==> config.mk <==
export PLATFORM = sky130hd
export DESIGN_NAME = serial_add_sub
export DESIGN_NICKNAME = d
export VERILOG_FILES = /design/src/rtl/serial_add_sub.sv
export SDC_FILE = /design/constraint.sdc
export NUM_CORES = 1
export LEC_CHECK = 0
export BUFFER_PORTS_ARGS = -buffer_cell sky130_fd_sc_hd__buf_2
export CORE_ASPECT_RATIO = 2
export CORE_UTILIZATION = 30
export DETAILED_ROUTE_END_ITERATION = 12
export PLACE_DENSITY_LB_ADDON = 0.05
export SETUP_SLACK_MARGIN = 0.15
export SLEW_MARGIN = 20
export SYNTH_ARGS = -nofsm -noshare
export SYNTH_HDL_FRONTEND = slang
export SYNTH_SLANG_ARGS = --single-unit
==> constraint.sdc <==
create_clock -name clk -period 1.4 [get_ports clk]
set_input_delay 0.14 -clock clk [delete_from_list [all_inputs] [get_ports clk]]
set_output_delay 0.14 -clock clk [all_outputs]
set_load 0.02 [all_outputs]
==> src/rtl/serial_add_sub.sv <==
// Bit-serial adder/subtractor: one full adder/subtractor cell and one carry/borrow
// flop process the operands LSB first, one bit per clock, under an IDLE/RUN/DONE FSM.
module serial_add_sub #(
  parameter int WIDTH = 8
) (
  input  logic             clk,
  input  logic             rst,
  input  logic             start,
  input  logic             op,
  input  logic [WIDTH-1:0] a,
  input  logic [WIDTH-1:0] b,
  output logic             busy,
  output logic             done,
  output logic [WIDTH-1:0] result,
  output logic             cout,
  output logic             ovf
);

  localparam int CNT_W = (WIDTH > 1) ? $clog2(WIDTH) : 1;
  localparam logic [CNT_W-1:0] LAST_BIT = CNT_W'(WIDTH - 1);

  typedef enum logic [1:0] {
    S_IDLE = 2'd0,
    S_RUN  = 2'd1,
    S_DONE = 2'd2
  } state_t;

  state_t             state_q, state_d;
  logic [WIDTH-1:0]   a_q, a_d;
  logic [WIDTH-1:0]   b_q, b_d;
  logic               op_q, op_d;
  logic               c_q, c_d;
  logic [CNT_W-1:0]   cnt_q, cnt_d;
  logic [WIDTH-1:0]   result_q, result_d;
  logic               cout_q, cout_d;
  logic               ovf_q, ovf_d;

  logic               ai_s, bi_s, bit_s, c_next_s;

  // Serial cell plus next-state logic
  always_comb begin
    state_d  = state_q;
    a_d      = a_q;
    b_d      = b_q;
    op_d     = op_q;
    c_d      = c_q;
    cnt_d    = cnt_q;
    result_d = result_q;
    cout_d   = cout_q;
    ovf_d    = ovf_q;

    ai_s  = a_q[0];
    bi_s  = b_q[0];
    bit_s = ai_s ^ bi_s ^ c_q;
    if (op_q) begin
      c_next_s = (~ai_s & bi_s) | (~(ai_s ^ bi_s) & c_q);
    end else begin
      c_next_s = (ai_s & bi_s) | (ai_s & c_q) | (bi_s & c_q);
    end

    case (state_q)
      S_IDLE: begin
        if (start) begin
          state_d  = S_RUN;
          a_d      = a;
          b_d      = b;
          op_d     = op;
          c_d      = 1'b0;
          cnt_d    = {CNT_W{1'b0}};
          result_d = {WIDTH{1'b0}};
          cout_d   = 1'b0;
          ovf_d    = 1'b0;
        end else begin
          state_d = S_IDLE;
        end
      end
      S_RUN: begin
        result_d = {bit_s, result_q[WIDTH-1:1]};
        a_d      = {1'b0, a_q[WIDTH-1:1]};
        b_d      = {1'b0, b_q[WIDTH-1:1]};
        c_d      = c_next_s;
        cnt_d    = cnt_q + CNT_W'(1);
        if (cnt_q == LAST_BIT) begin
          // Overflow: carry/borrow into the MSB differs from the one out of it
          state_d = S_DONE;
          cout_d  = c_next_s;
          ovf_d   = c_q ^ c_next_s;
        end else begin
          state_d = S_RUN;
        end
      end
      S_DONE: begin
        state_d = S_IDLE;
      end
      default: begin
        state_d = S_IDLE;
      end
    endcase
  end

  // State and datapath registers
  always_ff @(posedge clk or posedge rst) begin
    if (rst) begin
      state_q  <= S_IDLE;
      a_q      <= {WIDTH{1'b0}};
      b_q      <= {WIDTH{1'b0}};
      op_q     <= 1'b0;
      c_q      <= 1'b0;
      cnt_q    <= {CNT_W{1'b0}};
      result_q <= {WIDTH{1'b0}};
      cout_q   <= 1'b0;
      ovf_q    <= 1'b0;
    end else begin
      state_q  <= state_d;
      a_q      <= a_d;
      b_q      <= b_d;
      op_q     <= op_d;
      c_q      <= c_d;
      cnt_q    <= cnt_d;
      result_q <= result_d;
      cout_q   <= cout_d;
      ovf_q    <= ovf_d;
    end
  end

  assign busy   = (state_q != S_IDLE);
  assign done   = (state_q == S_DONE);
  assign result = result_q;
  assign cout   = cout_q;
  assign ovf    = ovf_q;

endmodule
### Word level (Yosys, flattened, before mapping)

Cells that the tools add are included.

* bits in registers: 33
* bits in latches: 0
* memory bits (writable): 0
* ROM bits: 0
* input port bits: 20
* output and inout bits: 12
* memories: 0

* add/subtract/negate cells: 1
* multipliers: 0
* divide/modulo/power cells: 0
* $lt $le $gt $ge: 0
* equality and inequality tests: 5
* shift-type cells: 0
* muxes and demuxes: 18
* bitwise operators: 13
* reduce and logical (&&, ||, !) cells: 6

Operator list (count)
* $pmux 8 s2: 3
* $mux 8: 3
* $pmux 1 s2: 3
* $pmux 3 s2: 1
* $and 1x1->1: 5
* $mux 1: 5
* $ne 2x2->1 const B: 2
* $pmux 2 s2: 1
* $reduce_and 2->1: 2
* $reduce_bool 2->1: 2
* $add 3x1->3 const B: 1
* $eq 3x3->1 const B: 1
* $mux 3: 1
* $or 1x1->1: 3
* $reduce_and 3->1: 1
* $xor 1x1->1: 3
* $eq 2x1->1 const B: 1
* $eq 2x2->1 const B: 1
* $logic_not 2->1: 1
* $mux 2: 1
* $not 1->1: 2

### Logic depth before layout (Yosys ltp)

* depth after elaboration: 8
* gate-level depth with buffers: 5
* mapped depth without buffers: 5

### Worst setup path before layout

OpenSTA, ideal clock, no wires.

* path kind: register to register
* start: register a_q[0]
* end: register ovf_q (netlist: ovf)
* library setup time: 0.121 ns
* data arrival time: 1.312 ns
* data required time: 1.279 ns
* slack: -0.033 ns
* cell stages (with the launch flop): 6
* buffers on the path: 0
* path through: dfrtp_1 inv_1 fa_1 mux2i_2 xnor2_1 a22o_1

* cells in the longest elaborated chain, start to end: 8
* elaborated cells on any way between the ends: 14

RTL lines
* start, declared: RTL line 29 `logic [WIDTH-1:0] a_q, a_d;`
* start signal, assigned: RTL line 105 `a_q <= {WIDTH{1'b0}};`
* $xor 1x1->1: RTL line 56 `c_next_s = (~ai_s & bi_s) | (~(ai_s ^ bi_s) & c_q);`
* $not 1->1: RTL line 56
* $and 1x1->1: RTL line 56
* $or 1x1->1: RTL line 56
* $mux 1 (*): RTL line 55 `if (op_q) begin`
* $xor 1x1->1 (*): RTL line 87 `ovf_d = c_q ^ c_next_s;`
* $mux 1 (*): RTL line 83 `if (cnt_q == LAST_BIT) begin`
* $pmux 1 s2 (*): RTL line 61 `case (state_q)`
* end signal, assigned: RTL line 122 `ovf_q <= ovf_d;`
* end, declared: RTL line 36 `logic ovf_q, ovf_d;`

Every way passes the cells marked *; elsewhere a longest branch is shown, timed or not. The select of a mux whose other input is x is not followed.
A chain may end at the register's enable or synchronous reset.

### Worst setup path in the final report

* start: register b_q[0]
* end: register ovf_q (netlist: ovf)

* cells in the longest elaborated chain, start to end: 8
* elaborated cells on any way between the ends: 13

RTL lines
* start, declared: RTL line 30 `logic [WIDTH-1:0] b_q, b_d;`
* start signal, assigned: RTL line 106 `b_q <= {WIDTH{1'b0}};`
* $xor 1x1->1: RTL line 56
* $not 1->1: RTL line 56
* $and 1x1->1: RTL line 56
* $or 1x1->1: RTL line 56
* $mux 1 (*): RTL line 55
* $xor 1x1->1 (*): RTL line 87
* $mux 1 (*): RTL line 83
* $pmux 1 s2 (*): RTL line 61

Marks and branches as above.

==> out/results.tsv <==
metric	value	unit
power.share.switching	36.5	%
io_pins	32	
crit_arrival	1.57	ns
start_util	31.2	%
drcViolationCount	0	
ir_drop	1.19	mV
hpwl	2.54	mm
chipWidth	53.7	µm
grt_max_degree	34	
stdcell_count	248	
syn_area_per_cell	12.3	µm²
rsz0062_at_grt	true	
htreeDepth	2	
drive_above_1_share	64.2	%
die_y	105	µm
finalPower	4840	µW
grt_pass1_vias	1333	
hold_class	input port to register	
ys_seq_elements	33	
powerDensity	2080	nW/µm²
cp_cell_sequence	fa_2 > mux2i_2 > xnor2_1 > a22o_1	
diodes	0	
antenna_found_initial	0	
timing.final.crit_share	99.2	%
preCtsSetupSlack	-0.0129	ns
synth_cell_type_count	26	
status	complete, no violations	
critical_path_required	1.58	ns
place_area	1880	µm²
power.leakage	0.00113	µW
maxCapViolations	0	
wl_per_cell	15.7	µm
crit_cells	4	
grt_usage	15.3	%
setup_ws	0.0115	ns
cts_tree	done	
netlist_area	1610	µm²
max_stage_delay	0.45	ns
clk_pin_slew	0.07	ns
dr.pass1.iters	4	
slowest_stage	dfrtp_2	
internal-power	3080	µW
p_comb_share	46.0	%
power_frac_seq	34.5	%
slew_viol_final	0	
setup_viol	0	
hold_depth	2	
synth_cells	131	
worst_pin_slew	0.434	ns
gp_congestion	0.758	
p_switching	1760	µW
fp-row-count	37	
seq_area_frac_synth	51.4	%
grt_overflow	0	
vias	1216	
fmax	720	MHz
critPathBufInv	0	
worstSetupPathType	register to register	
endpoint_kind	register	
clock_latency	0.28	ns
synth_nets	155	
fin_area	2320	µm²
area_growth	44.7	%
cts.path.max_buffers	2	
drt_iter0_markers	9	
nNetsFinal	213	
cts.sink_count	33	
max_slew_margin	71.0	%
vias_per_cell	4.90	
cts_root_buffer	clkbuf_8	
min_period	1.39	ns
critPathLaunchType	register	
reg2regPathDepth	4	
numCtsBuffers	5	
power_frac_clock	19.6	%
finalHoldViolations	0	
coreArea	5140	µm²
cp_max_fo	3	
critPathTopFamily	flip-flops	
fillers	480	
dpl.cell_count	225	
grt_pass1_wl	6.30	mm
yosysWarningCount	0	
postRouteAntennaNets	0	
clock_skew	0.00414	ns
dieArea	5670	µm²
io_buffers	31	
finalWirelength	3.88	mm
cell type report:
class	instances	area [µm²]	share of cell area, %
clock buffers	7	86.3	3.72
repair buffers	60	485	20.9
flip-flops and latches	33	830	35.7
multi-input cells	86	807	34.8
clock inverters	1	30.0	1.29
well taps	58	72.6	3.12
inverters	3	11.3	0.485
placed cells by master, fill, tap and decap left out:
master	n
a22oi_1	3
and2b_1	3
buf_8	2
buf_4	16
nor2b_4	3
nand2_4	6
xnor2_1	1
mux2i_2	1
nor2b_1	1
buf_12	2
nand2_1	5
dfrtp_2	3
dlygate4sd3_1	1
a21oi_2	1
nor3b_4	1
o21bai_4	1
dfrtp_1	30
mux2_2	1
nand2_2	8
nand2b_4	1
buf_2	29
a22o_1	11
clkbuf_1	1
o21ai_1	5
ha_1	2
inv_2	1
or2_4	1
buf_6	8
a22oi_2	11
o21ai_2	15
bufinv_16	1
a21oi_1	3
inv_1	2
fa_2	2
clkbuf_8	6
clkbuf_16	2
metal layers:
metal / GRT usage [%] / share of wire (%) / vias up
met5: 0 / 0 / -
met4: 6.20 / 1.7 / 0
met3: 3.03 / 2.8 / 5
met2: 27.0 / 58 / 24
met1: 16.6 / 38 / 606
li1: - / - / 581
logic make-up (layout without fill, tap and decap cells):
group                      count (synthesis)  after routing  share of synthesized area, %
and+or+nand+nor                           29             29                          9.43
DFF                                       33             33                          51.4
muxes                                      2              2                          1.56
AOI/OAI and AO/OA                         50             50                          26.7
adders and majority gates                  4              4                          4.05
xor gates and xnor gates                   1              1                         0.546
buffers and inverters                     12             71                          6.31
metrics by stage:
step | utilization (%) | setup TNS, ns | hold slack (ns)
2_1_floorplan | - | 0 | 0.269
3_3_place_gp | 36.5 | 0 | 0.253
5_1_grt | 45.2 | -0.0775 | 0.0966
3_5_place_dp | 36.5 | -0.0129 | 0.264
4_1_cts | 41.5 | -0.00190 | 0.0932
6_report | 45.2 | 0 | 0.101
cell usage after synthesis:
master / n / area [µm²]
a21oi_1: 4 / 20.0
a22o_1: 11 / 96.3
a22oi_1: 4 / 30.0
a22oi_2: 10 / 125
and2b_1: 3 / 22.5
buf_12: 1 / 20.0
buf_2: 2 / 10.0
buf_4: 2 / 15.0
buf_6: 4 / 45.0
dfrtp_1: 33 / 826
fa_1: 2 / 40.0
ha_1: 2 / 25.0
inv_1: 3 / 11.3
mux2_2: 1 / 11.3
mux2i_2: 1 / 13.8
nand2_1: 19 / 71.3
nand2b_1: 1 / 6.26
nor2b_1: 3 / 18.8
nor2b_4: 1 / 13.8
nor3b_2: 1 / 12.5
o21ai_0: 6 / 30.0
o21ai_1: 4 / 20.0
o21ai_2: 10 / 87.6
o21bai_4: 1 / 18.8
or2_2: 1 / 6.26
xnor2_1: 1 / 8.76
timing repair:
item | in CTS | in global routing
setup endpoints to repair | 7 | 32
hold buffers | 1 | 0
gates cloned | 1 | 1
endpoints found under the hold margin | 33 | 0
buffers inserted | 7 | 5
pin swaps | 6 | 22
resized for setup | 16 | 43
power by group through the flow:
stage                     logic, µW  registers (µW)  clock network, µW
after global routing           2440            1720               1020
after floorplan                1130            1710                  0
after CTS                      1970            1620                977
after global placement         1680            1650                  0
after detailed placement       1710            1660                  0
final                          2220            1670                948
state kept, by name (all words and copies together), names as in the netlist:
signal and flops:
b_q 8, ovf 1, state_q 2, cout 1, cnt_q 3, a_q 8, result 8, op_q 1
c_q 1
worst paths after layout:
kind / slack [ns] / end / startpoint
max: 0.01 / ovf / b_q[0]
min: 0.10 / op_q / op
max reg2reg: 0.01 / ovf / b_q[0]
min reg2reg: 0.51 / cout / cout
max in group asynchronous: 0.57 / state_q[0] / rst
min in group asynchronous: 0.48 / a_q[1] / rst
worst register-to-register path, cell delays in order, from the launching register on:
cell and delay [ns]:
dfrtp_2 0.45, fa_2 0.39, mux2i_2 0.19, xnor2_1 0.09
a22o_1 0.17
Note: power is estimated with default switching activity, not from simulation.
